**config.mk**
```make
export PLATFORM = sky130hd
export DESIGN_NAME = proj_fm_sweep_counter_flat
export DESIGN_NICKNAME = d
export VERILOG_FILES = /design/src/rtl/proj_fm_sweep_counter_if.sv /design/src/rtl/proj_fm_sweep_counter.sv /design/src/flat_wrapper.sv
export SDC_FILE = /design/constraint.sdc
export NUM_CORES = 1
export LEC_CHECK = 0
export BUFFER_PORTS_ARGS = -buffer_cell sky130_fd_sc_hd__buf_4
export CORE_ASPECT_RATIO = 1.1
export CORE_UTILIZATION = 40
export DETAILED_ROUTE_END_ITERATION = 8
export GPL_TIMING_DRIVEN = 1
export HOLD_SLACK_MARGIN = 0.08
export PLACE_DENSITY = 0.65
export REMOVE_ABC_BUFFERS = 1
export SLEW_MARGIN = 20
export SYNTH_ARGS = -nofsm -noshare
export SYNTH_HDL_FRONTEND = slang
export SYNTH_SLANG_ARGS = --single-unit
```
**constraint.sdc**
```tcl
create_clock -name in_clk -period 4.6 [get_ports in_clk]
set_clock_uncertainty 0.05 [all_clocks]
set_input_delay 0.46 -clock in_clk [delete_from_list [all_inputs] [get_ports in_clk]]
set_output_delay 0.46 -clock in_clk [all_outputs]
set_load 0.01 [all_outputs]
```
**src/rtl/proj_fm_sweep_counter_if.sv**
```systemverilog
// Control/status bundle between the MinHash control FSM (master) and the
// FM buffer sweep counter (slave).
interface proj_fm_sweep_counter_if #(
   parameter int ADDR_W = 8,
   parameter int N_CH   = 4,
   parameter int PASS_W = 4
);
   logic                     in_start;
   logic                     in_enable;
   logic                     in_abort;
   logic [ADDR_W-1:0]        in_len;
   logic [PASS_W-1:0]        in_passes;
   logic [N_CH*ADDR_W-1:0]   out_index;
   logic                     out_busy;
   logic                     out_finished_count;
   logic [PASS_W-1:0]        out_pass;
   logic                     out_done;
   logic                     out_err;

   modport master (
      output in_start, in_enable, in_abort, in_len, in_passes,
      input  out_index, out_busy, out_finished_count, out_pass, out_done, out_err
   );

   modport slave (
      input  in_start, in_enable, in_abort, in_len, in_passes,
      output out_index, out_busy, out_finished_count, out_pass, out_done, out_err
   );
endinterface

```
**src/rtl/proj_fm_sweep_counter.sv**
```systemverilog
// Multi-channel FM buffer sweep counter. A shared base index runs 0..len for
// a programmed number of passes; each channel presents base + c wrapped into
// the same range so parallel hash lanes hit distinct FM slots every cycle.
//
// state   | meaning
// --------+--------------------------------------------------------------
// ST_IDLE | waiting for a start request; bad requests pulse out_err
// ST_RUN  | sweeping base while in_enable is high; out_busy high
// ST_DONE | one cycle after the final pass; returns to ST_IDLE
module proj_fm_sweep_counter #(
   parameter int ADDR_W = 8,
   parameter int N_CH   = 4,
   parameter int PASS_W = 4
) (
   input logic                     in_clk,
   input logic                     in_rst,
   proj_fm_sweep_counter_if.slave  bus
);
   localparam int IDX_W = N_CH * ADDR_W;
   localparam logic [ADDR_W:0] NCH_V = (ADDR_W+1)'(N_CH);

   typedef enum logic [1:0] {ST_IDLE, ST_RUN, ST_DONE} state_t;

   state_t               state;
   logic [ADDR_W-1:0]    base;
   logic [ADDR_W-1:0]    len_l;
   logic [PASS_W-1:0]    passes_l;
   logic [ADDR_W:0]      len_p1;
   logic                 start_ok;

   // Channel indices for a given base. Sums are one bit wider than the index
   // so len = all-ones cannot overflow; a single subtraction is enough because
   // an accepted len always satisfies len + 1 >= N_CH. len = 0 (only seen
   // straight after reset with N_CH > 1) maps every channel to 0.
   function automatic logic [IDX_W-1:0] chan_idx(input logic [ADDR_W-1:0] b,
                                                 input logic [ADDR_W-1:0] len);
      logic [ADDR_W:0] sum;
      logic [ADDR_W:0] lim;
      chan_idx = '0;
      lim = {1'b0, len} + {{ADDR_W{1'b0}}, 1'b1};
      for (int c = 0; c < N_CH; c++) begin
         sum = {1'b0, b} + (ADDR_W+1)'(c);
         if (len == '0)
            sum = '0;
         else if (sum >= lim)
            sum = sum - lim;
         chan_idx[c*ADDR_W +: ADDR_W] = sum[ADDR_W-1:0];
      end
   endfunction

   assign len_p1   = {1'b0, bus.in_len} + {{ADDR_W{1'b0}}, 1'b1};
   assign start_ok = (bus.in_passes != '0) && (len_p1 >= NCH_V);

   // Sweep FSM with registered outputs; pulses default low every cycle.
   always_ff @(posedge in_clk) begin
      if (in_rst) begin
         state                  <= ST_IDLE;
         base                   <= '0;
         len_l                  <= '0;
         passes_l               <= '0;
         bus.out_index          <= '0;
         bus.out_busy           <= 1'b0;
         bus.out_finished_count <= 1'b0;
         bus.out_pass           <= '0;
         bus.out_done           <= 1'b0;
         bus.out_err            <= 1'b0;
      end else begin
         bus.out_finished_count <= 1'b0;
         bus.out_done           <= 1'b0;
         bus.out_err            <= 1'b0;
         if (bus.in_abort) begin
            state         <= ST_IDLE;
            base          <= '0;
            bus.out_busy  <= 1'b0;
            bus.out_index <= chan_idx('0, len_l);
         end else begin
            case (state)
               ST_IDLE: begin
                  if (bus.in_start) begin
                     if (start_ok) begin
                        state         <= ST_RUN;
                        len_l         <= bus.in_len;
                        passes_l      <= bus.in_passes;
                        base          <= '0;
                        bus.out_pass  <= '0;
                        bus.out_busy  <= 1'b1;
                        bus.out_index <= chan_idx('0, bus.in_len);
                     end else begin
                        bus.out_err <= 1'b1;
                     end
                  end
               end
               ST_RUN: begin
                  if (bus.in_enable) begin
                     if (base == len_l) begin
                        base                   <= '0;
                        bus.out_pass           <= bus.out_pass + PASS_W'(1);
                        bus.out_finished_count <= 1'b1;
                        bus.out_index          <= chan_idx('0, len_l);
                        if (bus.out_pass + PASS_W'(1) == passes_l) begin
                           state        <= ST_DONE;
                           bus.out_busy <= 1'b0;
                           bus.out_done <= 1'b1;
                        end
                     end else begin
                        base          <= base + ADDR_W'(1);
                        bus.out_index <= chan_idx(base + ADDR_W'(1), len_l);
                     end
                  end
               end
               ST_DONE: begin
                  state <= ST_IDLE;
               end
               default: begin
                  state <= ST_IDLE;
               end
            endcase
         end
      end
   end
endmodule
```
**src/flat_wrapper.sv**
```systemverilog
// flat-port wrapper written by rule: the top's interface ports become plain ports
module proj_fm_sweep_counter_flat 
#(
   parameter int ADDR_W = 8,
   parameter int N_CH   = 4,
   parameter int PASS_W = 4
)
  (in_clk, in_rst, bus_in_start, bus_in_enable, bus_in_abort, bus_in_len, bus_in_passes, bus_out_index, bus_out_busy, bus_out_finished_count, bus_out_pass, bus_out_done, bus_out_err);
  proj_fm_sweep_counter_if #(.ADDR_W(ADDR_W), .N_CH(N_CH), .PASS_W(PASS_W)) bus_i ();
  input logic in_clk;
  input logic in_rst;
  input wire logic [$bits(bus_i.in_start)-1:0] bus_in_start;
  input wire logic [$bits(bus_i.in_enable)-1:0] bus_in_enable;
  input wire logic [$bits(bus_i.in_abort)-1:0] bus_in_abort;
  input wire logic [$bits(bus_i.in_len)-1:0] bus_in_len;
  input wire logic [$bits(bus_i.in_passes)-1:0] bus_in_passes;
  output wire logic [$bits(bus_i.out_index)-1:0] bus_out_index;
  output wire logic [$bits(bus_i.out_busy)-1:0] bus_out_busy;
  output wire logic [$bits(bus_i.out_finished_count)-1:0] bus_out_finished_count;
  output wire logic [$bits(bus_i.out_pass)-1:0] bus_out_pass;
  output wire logic [$bits(bus_i.out_done)-1:0] bus_out_done;
  output wire logic [$bits(bus_i.out_err)-1:0] bus_out_err;
  assign bus_i.in_start = bus_in_start;
  assign bus_i.in_enable = bus_in_enable;
  assign bus_i.in_abort = bus_in_abort;
  assign bus_i.in_len = bus_in_len;
  assign bus_i.in_passes = bus_in_passes;
  assign bus_out_index = bus_i.out_index;
  assign bus_out_busy = bus_i.out_busy;
  assign bus_out_finished_count = bus_i.out_finished_count;
  assign bus_out_pass = bus_i.out_pass;
  assign bus_out_done = bus_i.out_done;
  assign bus_out_err = bus_i.out_err;
  proj_fm_sweep_counter #(.ADDR_W(ADDR_W), .N_CH(N_CH), .PASS_W(PASS_W)) u_core (.in_clk(in_clk), .in_rst(in_rst), .bus(bus_i));
endmodule
```
==> results of run 1 <==
[worst min path at each step]
stage	from	to	slack, ns	cells after the start
2_1_floorplan	u_core.state[1]$_SDFFE_PP0P_	u_core.state[0]$_SDFFE_PP0P_	0.38	1
3_3_place_gp	u_core.bus.out_index[7]$_SDFFE_PP0P_	u_core.bus.out_index[7]$_SDFFE_PP0P_	0.40	2
3_5_place_dp	u_core.bus.out_index[23]$_SDFFE_PP0P_	u_core.bus.out_index[23]$_SDFFE_PP0P_	0.40	2
4_1_cts	bus_in_passes[2]	u_core.passes_l[2]$_SDFFE_PP0P_	0.31	3
5_1_grt	bus_in_passes[0]	u_core.passes_l[0]$_SDFFE_PP0P_	0.32	3
6_report	bus_in_passes[2]	u_core.passes_l[2]$_SDFFE_PP0P_	0.31	3
[cells in the mapped netlist (all sizes together), types with 4 or more instances]
cell type / count
nor2: 99
dfxtp: 62
xnor2: 60
a21oi: 57
ha: 54
nand2: 54
o21ai: 49
buf: 42
nor3: 42
xor2: 34
mux2i: 29
inv: 24
a211oi: 19
nand3: 18
nand4: 18
nand2b: 14
mux2: 13
nor4: 13
a21o: 11
nor2b: 11
clkbuf: 10
and2: 9
and3: 8
a221oi: 7
o22ai: 7
a211o: 6
o211ai: 6
o21a: 6
or3: 6
a31o: 5
a22o: 4
and4: 4
fa: 4
o211a: 4
o21bai: 4
o221a: 4
o31a: 4
or2: 4
[layout by cell type (no fill, tap or decap), types with 11 or more instances in the layout]
master	instances
nand3_1	17
mux2i_1	29
o21ai_0	43
nand2b_1	12
xnor2_1	59
nor3_1	39
a21o_1	11
dfxtp_1	62
buf_4	89
inv_1	24
ha_1	54
xor2_1	33
mux2_2	13
nand4_1	18
nand2_1	53
a21oi_1	54
a211oi_1	13
nor2_1	96
[worst reg2reg max path: cells and delay by family (launching register included)]
kind	cells	cell delay, ns
AO/OA/AOI/OAI	6	1.55
XOR/XNOR	1	0.28
adder cells (fa/ha/maj)	3	0.91
buffers and inverters	2	0.33
flip-flops	1	0.36
multiplexers	1	0.11
AND/OR/NAND/NOR	3	0.60
[state kept, by name, summed over array words and instances (netlist names)]
| register | count |
|---|---|
| u_core.bus.out_done | 1 |
| u_core.passes_l | 4 |
| u_core.bus.out_finished_count | 1 |
| u_core.bus.out_busy | 1 |
| u_core.base | 8 |
| u_core.state | 2 |
| u_core.bus.out_err | 1 |
| u_core.bus.out_pass | 4 |
| u_core.bus.out_index | 32 |
| u_core.len_l | 8 |
[layer usage]
layer / vias up / wire, um / global-route usage [%]
li1: 3267 / - / -
met1: 3233 / 10280 / 34.62
met2: 239 / 10540 / 42.39
met3: 45 / 1366 / 5.113
met4: 0 / 578 / 8.584
met5: - / 0 / 0
[power by group through the flow]
stage	combinational, mW	clock, mW	sequential, mW
after floorplan	0.428	0	0.606
after detailed placement	0.653	0	0.600
final	0.688	0.791	0.589
after global placement	0.652	0	0.600
after CTS	0.656	0.796	0.589
after global routing	0.740	0.822	0.592
[layout make-up]
type                            count  area [um2]
Fill cell                        1711        9025
Clock inverter                      5       86.33
Tap cell                          234       292.8
Inverter                           25       93.84
Sequential cell                    62        1241
Multi-Input combinational cell    730        5294
Clock buffer                       11       252.7
Timing Repair Buffer               89       668.1
[what timing repair did]
action / CTS / global route
resized for setup: 0 / 5
buffers inserted: 0 / 4
setup endpoints to repair: 0 / 19
hold buffers: 0 / 0
[cells by family after synthesis]
logic type	after synthesis
AOI/OAI and AO/OA	223
adders and majority gates	58
DFF	62
xor gates and xnor gates	94
and+or+nand+nor	312
buffers and inverters	77
muxes	42
==> metrics.cfg, run 1 <==
[outcome]
outcome = complete, no violations

[clock_network]
cts_sinks = 62
insertion_delay_ns = 0.35
path_clk_slew_ns = 0.06
cts_tree = yes
cts-htree-levels = 3
numCtsBuffers = 9
root_buffer = clkbuf_16
cts_buffer_depth = 2

[placed_design]
place_ws_ns = 0.2741
place_area_mm2 = 0.007512
gp_congestion = 0.9696
portBuffers = 56
dp.cells = 1135
dpl.hpwl_um = 17190

[hold_path]
hp-class = input pin to register

[worst_setup_path]
worstRegToRegCells = 16
crit_start = u_core.base[0]$_SDFFE_PP0P_
cp_num_buf_inv = 2
critPathSlowestCell = a221o_1
worst-path-max-fanout = 9
arrival_ns = 4.48
crit_required_ns = 4.76
rrSetupSlack_ns = 0.28
max_stage_delay_ns = 0.40
critical-path-top-delay-family = compound AO/OA/AOI/OAI gates
path_common_cell = ha_1
path_cells = ha_1 -> inv_1 -> nor2_1 -> nand2b_2 -> ha_1 -> a21boi_0 -> xnor2_1 -> ha_1 -> a21o_1 -> a221o_1 -> a221oi_4 -> a311oi_4 -> buf_4 -> mux2i_1 -> a21oi_1 -> nor3_1
crit_type = register to register
critPathCaptureType = register
r2r-end = u_core.bus.out_index[9]$_SDFFE_PP0P_
crit_end = u_core.bus.out_index[9]$_SDFFE_PP0P_
crit_cells = 16
cp-start-kind = register
r2r_start = u_core.base[0]$_SDFFE_PP0P_

[synthesis]
synth_area_leader_cell = dfxtp_1
synth_seq_cells = 62
synth_compound_area_share_pct = 23.26
synth.area.top_cells = dfxtp_1, ha_1, xnor2_1, nor2_1, mux2i_1
synth-simple-area-share_pct = 23.44
synth_xor_xnor_area_share_pct = 12.04
synth.distinct_cells = 89
synth_top_family_by_area = simple AND/OR/NAND/NOR gates
muxShareOfSynthArea_pct = 6.327
ys.flop_type = dfxtp_1
seq_area_frac_synth_pct = 17.98
syn_area_mm2 = 0.006902
async_reset_ff_share_pct = 0
synthAdderAreaFrac_pct = 10.95
synth.avg_cell_area_um2 = 7.951
synth_edf_count = 0
synthCells = 868
synth_top_area_share_pct = 17.98
synth_warnings = 0

[final_layout]
final_core_util_pct = 46.77
diodes = 0
drive_gt1_share_pct = 18.33
design_area_mm2 = 0.007929
area_delta_synth_final_pct = 14.88
nets = 992
fin_cells = 1156

[routing]
drc = 0
post_drt_wl_per_cell_um = 19.70
first_pass_iters = 5
vias_per_cell = 5.869
num_vias = 6784
antenna_left = 0
wl_um = 22770
drt_iter0_markers = 735

[timing]
finalWorstSetupSlack_ns = 0.2797
period_share_pct = 93.92
rsz0062_at_grt = no
max_slew_margin_pct = 44.75
drv_slew = 0
worst_pin_slew_ns = 0.8287
setup-tns-final_ns = 0
holdWs_ns = 0.3094
finalHoldViolCount = 0
min_period_ns = 4.320
setup_viol = 0
max_freq_mhz = 231.5

[floorplanning]
initial_core_util_pct = 40.71
ios = 57
core_mm2 = 0.01695
chipHeight_um = 139.8
dieArea_mm2 = 0.01778
die_x_um = 127.2
rows = 50

[power]
p_int_mw = 1.364
power.net_switching_mw = 0.7046
peakVddDrop_mv = 0.1973
cellLeakagePower_nw = 3.259
p_comb_share_pct = 33.3
p_seq_share_pct = 28.5
pwr-share-clk_pct = 38.3
p_sw_share_pct = 34.06
p_total_mw = 2.069
powerDensity_mw_per_mm2 = 260.9

[grt]
grt_pass1_vias = 6400
antenna_found_initial = 0
overflow = 0
track_usage_pct = 26.15
grt_first_pass_wirelength_um = 35690
grt_max_degree = 42

[job]
drv_cap = 0

No activity file was read; power rests on OpenSTA's default activity.
==> run 2: changes to the inputs <==
--- a/config.mk
+++ b/config.mk
@@ -13,6 +13,7 @@
 export HOLD_SLACK_MARGIN = 0.08
 export PLACE_DENSITY = 0.65
 export REMOVE_ABC_BUFFERS = 1
+export SETUP_SLACK_MARGIN = 0.3
 export SLEW_MARGIN = 20
 export SYNTH_ARGS = -nofsm -noshare
 export SYNTH_HDL_FRONTEND = slang
==> run 2 against run 1 <==
Against the previous run:
- first-iteration DRC count down 2.4%
- die area did not move
- routed wire length shrank 0.25%
- combinational power rose by 0.6%
- critical endpoint is now u_core.bus.out_index[10]$_SDFFE_PP0P_
- largest cell class unchanged
==> metrics.cfg, run 2 (synthesis gave the netlist of run 1 again) <==
[final_layout]
diodes = 0
design_area_mm2 = 0.007959
largest_reg_flops = 32
regMostFlops = u_core.bus.out_index
reg.largest.list = u_core.bus.out_index: 32 flops, u_core.base: 8 flops, u_core.len_l: 8 flops
drive_gt1_share_pct = 18.94
nets = 994
final_core_util_pct = 46.94
final_cell_mix = nor2_1, buf_4, dfxtp_1
area_delta_synth_final_pct = 15.32
final_common_cell = nor2_1

[timing]
setup_viol = 0
setup-tns-final_ns = 0
finalHoldViolCount = 0
rsz0062_at_grt = no
min_period_ns = 4.121
worst_pin_slew_ns = 0.8164
period_share_pct = 89.58
max_slew_margin_pct = 45.58
drv_slew = 0
finalWorstSetupSlack_ns = 0.4795
max_freq_mhz = 242.7

[placed_design]
gp_congestion = 0.9696
place_area_mm2 = 0.007512
portBuffers = 56
dpl.hpwl_um = 17190
place_ws_ns = 0.2741

[floorplanning]
dieArea_mm2 = 0.01778
rows = 50
chipHeight_um = 139.8
core_mm2 = 0.01695
ios = 57
initial_core_util_pct = 40.71
die_x_um = 127.2

[routing]
post_drt_wl_per_cell_um = 19.61
wl_um = 22710
drt_iter0_markers = 717
drc = 0
antenna_left = 0
first_pass_iters = 5
vias_per_cell = 5.826
num_vias = 6747

[job]
drv_cap = 0

[power]
cellLeakagePower_nw = 3.264
p_total_mw = 2.070
powerDensity_mw_per_mm2 = 260.1
peakVddDrop_mv = 0.1973

[clock_network]
cts-htree-levels = 3
cts_sinks = 62
cts_hold_buf = 0
root_buffer = clkbuf_16
path_clk_slew_ns = 0.06
numCtsBuffers = 9
cts_tree = yes
insertion_delay_ns = 0.35
cts_buffer_depth = 2

[hold_path]
hp-class = input pin to register
holdCritStartpoint = bus_in_passes[2]

[worst_setup_path]
critPathCaptureType = register
worst-path-max-fanout = 9
crit_start = u_core.base[0]$_SDFFE_PP0P_
crit_type = register to register
arrival_ns = 4.31
r2r_start = u_core.base[0]$_SDFFE_PP0P_
crit_required_ns = 4.79
cp-start-kind = register

[grt]
track_usage_pct = 26.16
grt_pass1_vias = 6401
grt_max_degree = 42
grt_first_pass_wirelength_um = 35710
antenna_found_initial = 0
overflow = 0

[outcome]
outcome = complete, no violations

## run 2: changes by cell type in the layout (fill, tap and decap cells not counted), sizes merged
cell | before | now
a311oi | 2 | 1
buf | 89 | 91
clkbuf | 11 | 12
## run 2: where the power goes
part / switching, mW / internal (mW) / total [mW]
clock network: 0.280 / 0.510 / 0.790
logic: 0.397 / 0.294 / 0.692
registers: 0.0254 / 0.563 / 0.589
## run 2: routing by layer
metal	vias up	GRT usage [%]	wire length, um
met2	234	42.42	10470
met3	40	5.113	1469
met5	-	0	0
li1	3272	-	-
met4	0	8.584	621
met1	3201	34.62	10140
## run 2: cell type report
cell class              instances  area, um2
flip-flops and latches         62       1241
inverters                      25      93.84
clock inverters                 5      86.33
well taps                     234      292.8
multi-input cells             729       5304
clock buffers                  11      252.7
fillers                      1710       8995
repair buffers                 92      688.2
## run 2: worst paths after layout
| kind | slack [ns] | to | cells after the start |
|---|---|---|---|
| setup / recovery | 0.48 | u_core.bus.out_index[10]$_SDFFE_PP0P_ | 17 |
| hold / removal | 0.31 | u_core.passes_l[2]$_SDFFE_PP0P_ | 3 |
| setup reg to reg | 0.48 | u_core.bus.out_index[10]$_SDFFE_PP0P_ | 17 |
| hold reg to reg | 0.41 | u_core.bus.out_index[23]$_SDFFE_PP0P_ | 2 |
## run 2: through the flow
step	hold slack (ns)	instances
after global placement	0.4039	1135
after global routing	0.3240	1158
after floorplan	0.3802	816
after detailed placement	0.4029	1135
after CTS	0.3110	1151
final	0.3087	1158
## run 2: critical path: stages (launching register included)
cell	delay (ns)
dfxtp_1	0.37
ha_2	0.27
inv_1	0.11
nor2_2	0.18
nand2b_4	0.21
ha_2	0.24
a21boi_0	0.12
xnor2_1	0.29
ha_1	0.33
a21o_1	0.19
a221o_1	0.40
a221oi_4	0.34
a311oi_4	0.17
buf_4	0.17
buf_4	0.13
mux2i_1	0.17
o21ai_0	0.11
o211a_1	0.16
## run 2: timing repair
action                                  CTS  global route
pin swaps                                 0             3
setup buffers                             0             7
resized for setup                         1            10
endpoints found under the setup margin    6            24
==> run 3: changes to the inputs <==
--- a/config.mk
+++ b/config.mk
@@ -5,13 +5,14 @@
 export SDC_FILE = /design/constraint.sdc
 export NUM_CORES = 1
 export LEC_CHECK = 0
+export ABC_AREA = 1
 export BUFFER_PORTS_ARGS = -buffer_cell sky130_fd_sc_hd__buf_4
 export CORE_ASPECT_RATIO = 1.1
 export CORE_UTILIZATION = 40
 export DETAILED_ROUTE_END_ITERATION = 8
 export GPL_TIMING_DRIVEN = 1
 export HOLD_SLACK_MARGIN = 0.08
-export PLACE_DENSITY = 0.65
+export PLACE_DENSITY = 0.63
 export REMOVE_ABC_BUFFERS = 1
 export SETUP_SLACK_MARGIN = 0.3
 export SLEW_MARGIN = 20
==> constraint.sdc (replaced) <==
create_clock -name in_clk -period 5 [get_ports in_clk]
set_clock_uncertainty 0.05 [all_clocks]
set_input_delay 0.5 -clock in_clk [delete_from_list [all_inputs] [get_ports in_clk]]
set_output_delay 0.5 -clock in_clk [all_outputs]
set_load 0.01 [all_outputs]
==> run 3 against run 2 <==
Against the previous run:
- power rose by 11%
- fmax fell by 1.8%
- area after synthesis rose by 3.1%
- critical endpoint is now u_core.bus.out_index[18]$_SDFFE_PP0P_
- combinational power rose by 45%
- sequential share of layout area fell by 0.19 points
- sequential power fell by 3%
- highest routed layer unchanged
==> metrics.cfg, run 3 <==
[grt]
track_usage_pct = 27.85
grt_max_degree = 44
antenna_found_initial = 0
grt_first_pass_wirelength_um = 38640
grt_pass1_vias = 7193
overflow = 0

[hold_path]
hp-class = input pin to register

[synthesis]
synth_commonest_cells = nand2_1, inv_1, nor2_1
synth_seq_cells = 62
syn_area_mm2 = 0.007113
seq_area_frac_synth_pct = 17.45
synth_top_area_share_pct = 19.00
synth_area_leader_cell = nand2_1
synth_warnings = 0
ys.flop_type = dfxtp_1
synthCells = 1218
synth.avg_cell_area_um2 = 5.840
synth_edf_count = 0
async_reset_ff_share_pct = 0
synth.distinct_cells = 49
synth.area.top_cells = nand2_1, dfxtp_1, ha_1, inv_1, nand3_1
synth.most_common_cell = nand2_1

[timing]
holdWs_ns = 0.3271
setup_viol = 0
worst_pin_slew_ns = 0.7491
max_slew_margin_pct = 49.94
max_freq_mhz = 238.2
drv_slew = 0
min_period_ns = 4.198
setup-tns-final_ns = 0
period_share_pct = 83.95
finalHoldViolCount = 0
rsz0062_at_grt = no
finalWorstSetupSlack_ns = 0.8023

[floorplanning]
core_mm2 = 0.01720
rows = 50
chipHeight_um = 141.9
dieArea_mm2 = 0.01832
initial_core_util_pct = 41.35
die_x_um = 129.1
ios = 57

[routing]
vias_per_cell = 5.308
antenna_left = 0
drc = 0
route.met2.wl_um = 11300
wl_met3_um = 1270
wl_um = 25030
drt_iter0_markers = 644
num_vias = 7972
first_pass_iters = 6
met1_length_um = 11350
post_drt_wl_per_cell_um = 16.66
routed.top_layer = met4

[final_layout]
final-seq-area_mm2 = 0.001241
reg.largest.list = u_core.bus.out_index: 32 flops, u_core.base: 8 flops, u_core.len_l: 8 flops
diodes = 0
final_core_util_pct = 46.82
design_area_mm2 = 0.008055
largest_reg_flops = 32
final_common_cell = nand2_1
final_cell_mix = nand2_1, inv_1, nor2_1
regMostFlops = u_core.bus.out_index
fin_cells = 1502
multi_input_area_mm2 = 0.005115
area_delta_synth_final_pct = 13.25
nFillCells = 1859
drive_gt1_share_pct = 9.858
nets = 1338

[clock_network]
cts_buffer_depth = 2
cts-htree-levels = 3
cts_hold_buf = 0
cts_sinks = 62
root_buffer = clkbuf_16
path_clk_slew_ns = 0.06
postCtsSetupRepairBufs = 0
cts_tree = yes
numCtsBuffers = 9
insertion_delay_ns = 0.34

[worst_setup_path]
critPathSlowestCell = dfxtp_1
crit_required_ns = 5.19
crit_type = register to register
critical-path-top-delay-family = simple AND/OR/NAND/NOR gates
cp_num_buf_inv = 0
max_stage_delay_ns = 0.49
critPathCaptureType = register
cp-start-kind = register
arrival_ns = 4.39
path_cells = ha_1 -> nand4_1 -> nand2_2 -> nand3_1 -> nor2_1 -> nand2_1 -> nor2_1 -> ha_1 -> a21oi_1 -> a21boi_0 -> nand4_1 -> o211ai_1 -> a21oi_1 -> nor2_1 -> nor2_1
worst-path-max-fanout = 10
path_common_cell = nor2_1

[placed_design]
dpl.hpwl_um = 19430
gp_congestion = 0.9728
portBuffers = 56
place_ws_ns = 0.7403
place_area_mm2 = 0.007704
dp.cells = 1486

[power]
cellLeakagePower_nw = 4.177
p_total_mw = 2.298
peakVddDrop_mv = 0.1381
powerDensity_mw_per_mm2 = 285.3

[job]
drv_cap = 0

[outcome]
outcome = complete, no violations

-- run 3: routing by layer --
| layer | vias up | track usage [%] |
|---|---|---|
| met2 | 283 | 44.62 |
| li1 | 3995 | - |
| met4 | 0 | 14.12 |
| met3 | 71 | 2.790 |
| met5 | - | 0 |
| met1 | 3623 | 36.93 |
-- run 3: path summary, 6_finish.rpt --
path / startpoint / to / slack, ns / depth (start not counted)
hold / removal: in_rst / u_core.bus.out_index[15]$_SDFFE_PP0P_ / 0.33 / 2
setup reg to reg: u_core.base[1]$_SDFFE_PP0P_ / u_core.bus.out_index[18]$_SDFFE_PP0P_ / 0.80 / 15
hold reg to reg: u_core.bus.out_index[13]$_SDFFE_PP0P_ / u_core.bus.out_index[13]$_SDFFE_PP0P_ / 0.41 / 2
setup / recovery: u_core.base[1]$_SDFFE_PP0P_ / u_core.bus.out_index[18]$_SDFFE_PP0P_ / 0.80 / 15
-- run 3: final cells by class --
| class | instances | area share, % |
|---|---|---|
| timing repair buffer | 61 | 5.685 |
| clock buffer | 10 | 2.967 |
| tap | 234 | 3.635 |
| sequential | 62 | 15.41 |
| multi-input combinational | 965 | 63.50 |
| clock inverter | 6 | 1.165 |
| inverter | 164 | 7.642 |
-- run 3: cell families (layout without fill, tap and decap cells) --
kind of cell | count (synthesis) | after routing | share of synthesized area [%]
xor+xnor | 47 | 47 | 5.893
compound gates | 156 | 156 | 11.94
flops | 62 | 62 | 17.45
simple gates | 704 | 704 | 43.18
fa+ha+maj | 58 | 58 | 10.62
buf+inv | 191 | 241 | 10.91
-- run 3: worst register-to-register path, cell delays in order, from the launching register on --
cell and delay, ns:
dfxtp_1 0.49, ha_1 0.37, nand4_1 0.15, nand2_2 0.20
nand3_1 0.23, nor2_1 0.40, nand2_1 0.14, nor2_1 0.16
ha_1 0.28, a21oi_1 0.17, a21boi_0 0.25, nand4_1 0.40
o211ai_1 0.47, a21oi_1 0.13, nor2_1 0.15, nor2_1 0.05
-- run 3: report_power, final --
| group | internal, mW | total (mW) | leakage [nW] | switching, mW |
|---|---|---|---|---|
| clock | 0.454 | 0.726 | 0.159 | 0.272 |
| combinational | 0.333 | 1.00 | 3.51 | 0.667 |
| sequential | 0.534 | 0.572 | 0.509 | 0.0379 |
| total | 1.32 | 2.30 | 4.18 | 0.977 |
-- run 3: repair_timing --
item / CTS / global route
hold endpoints to repair: 0 / 0
setup endpoints to repair: 0 / 7
gates resized for setup: 0 / 3
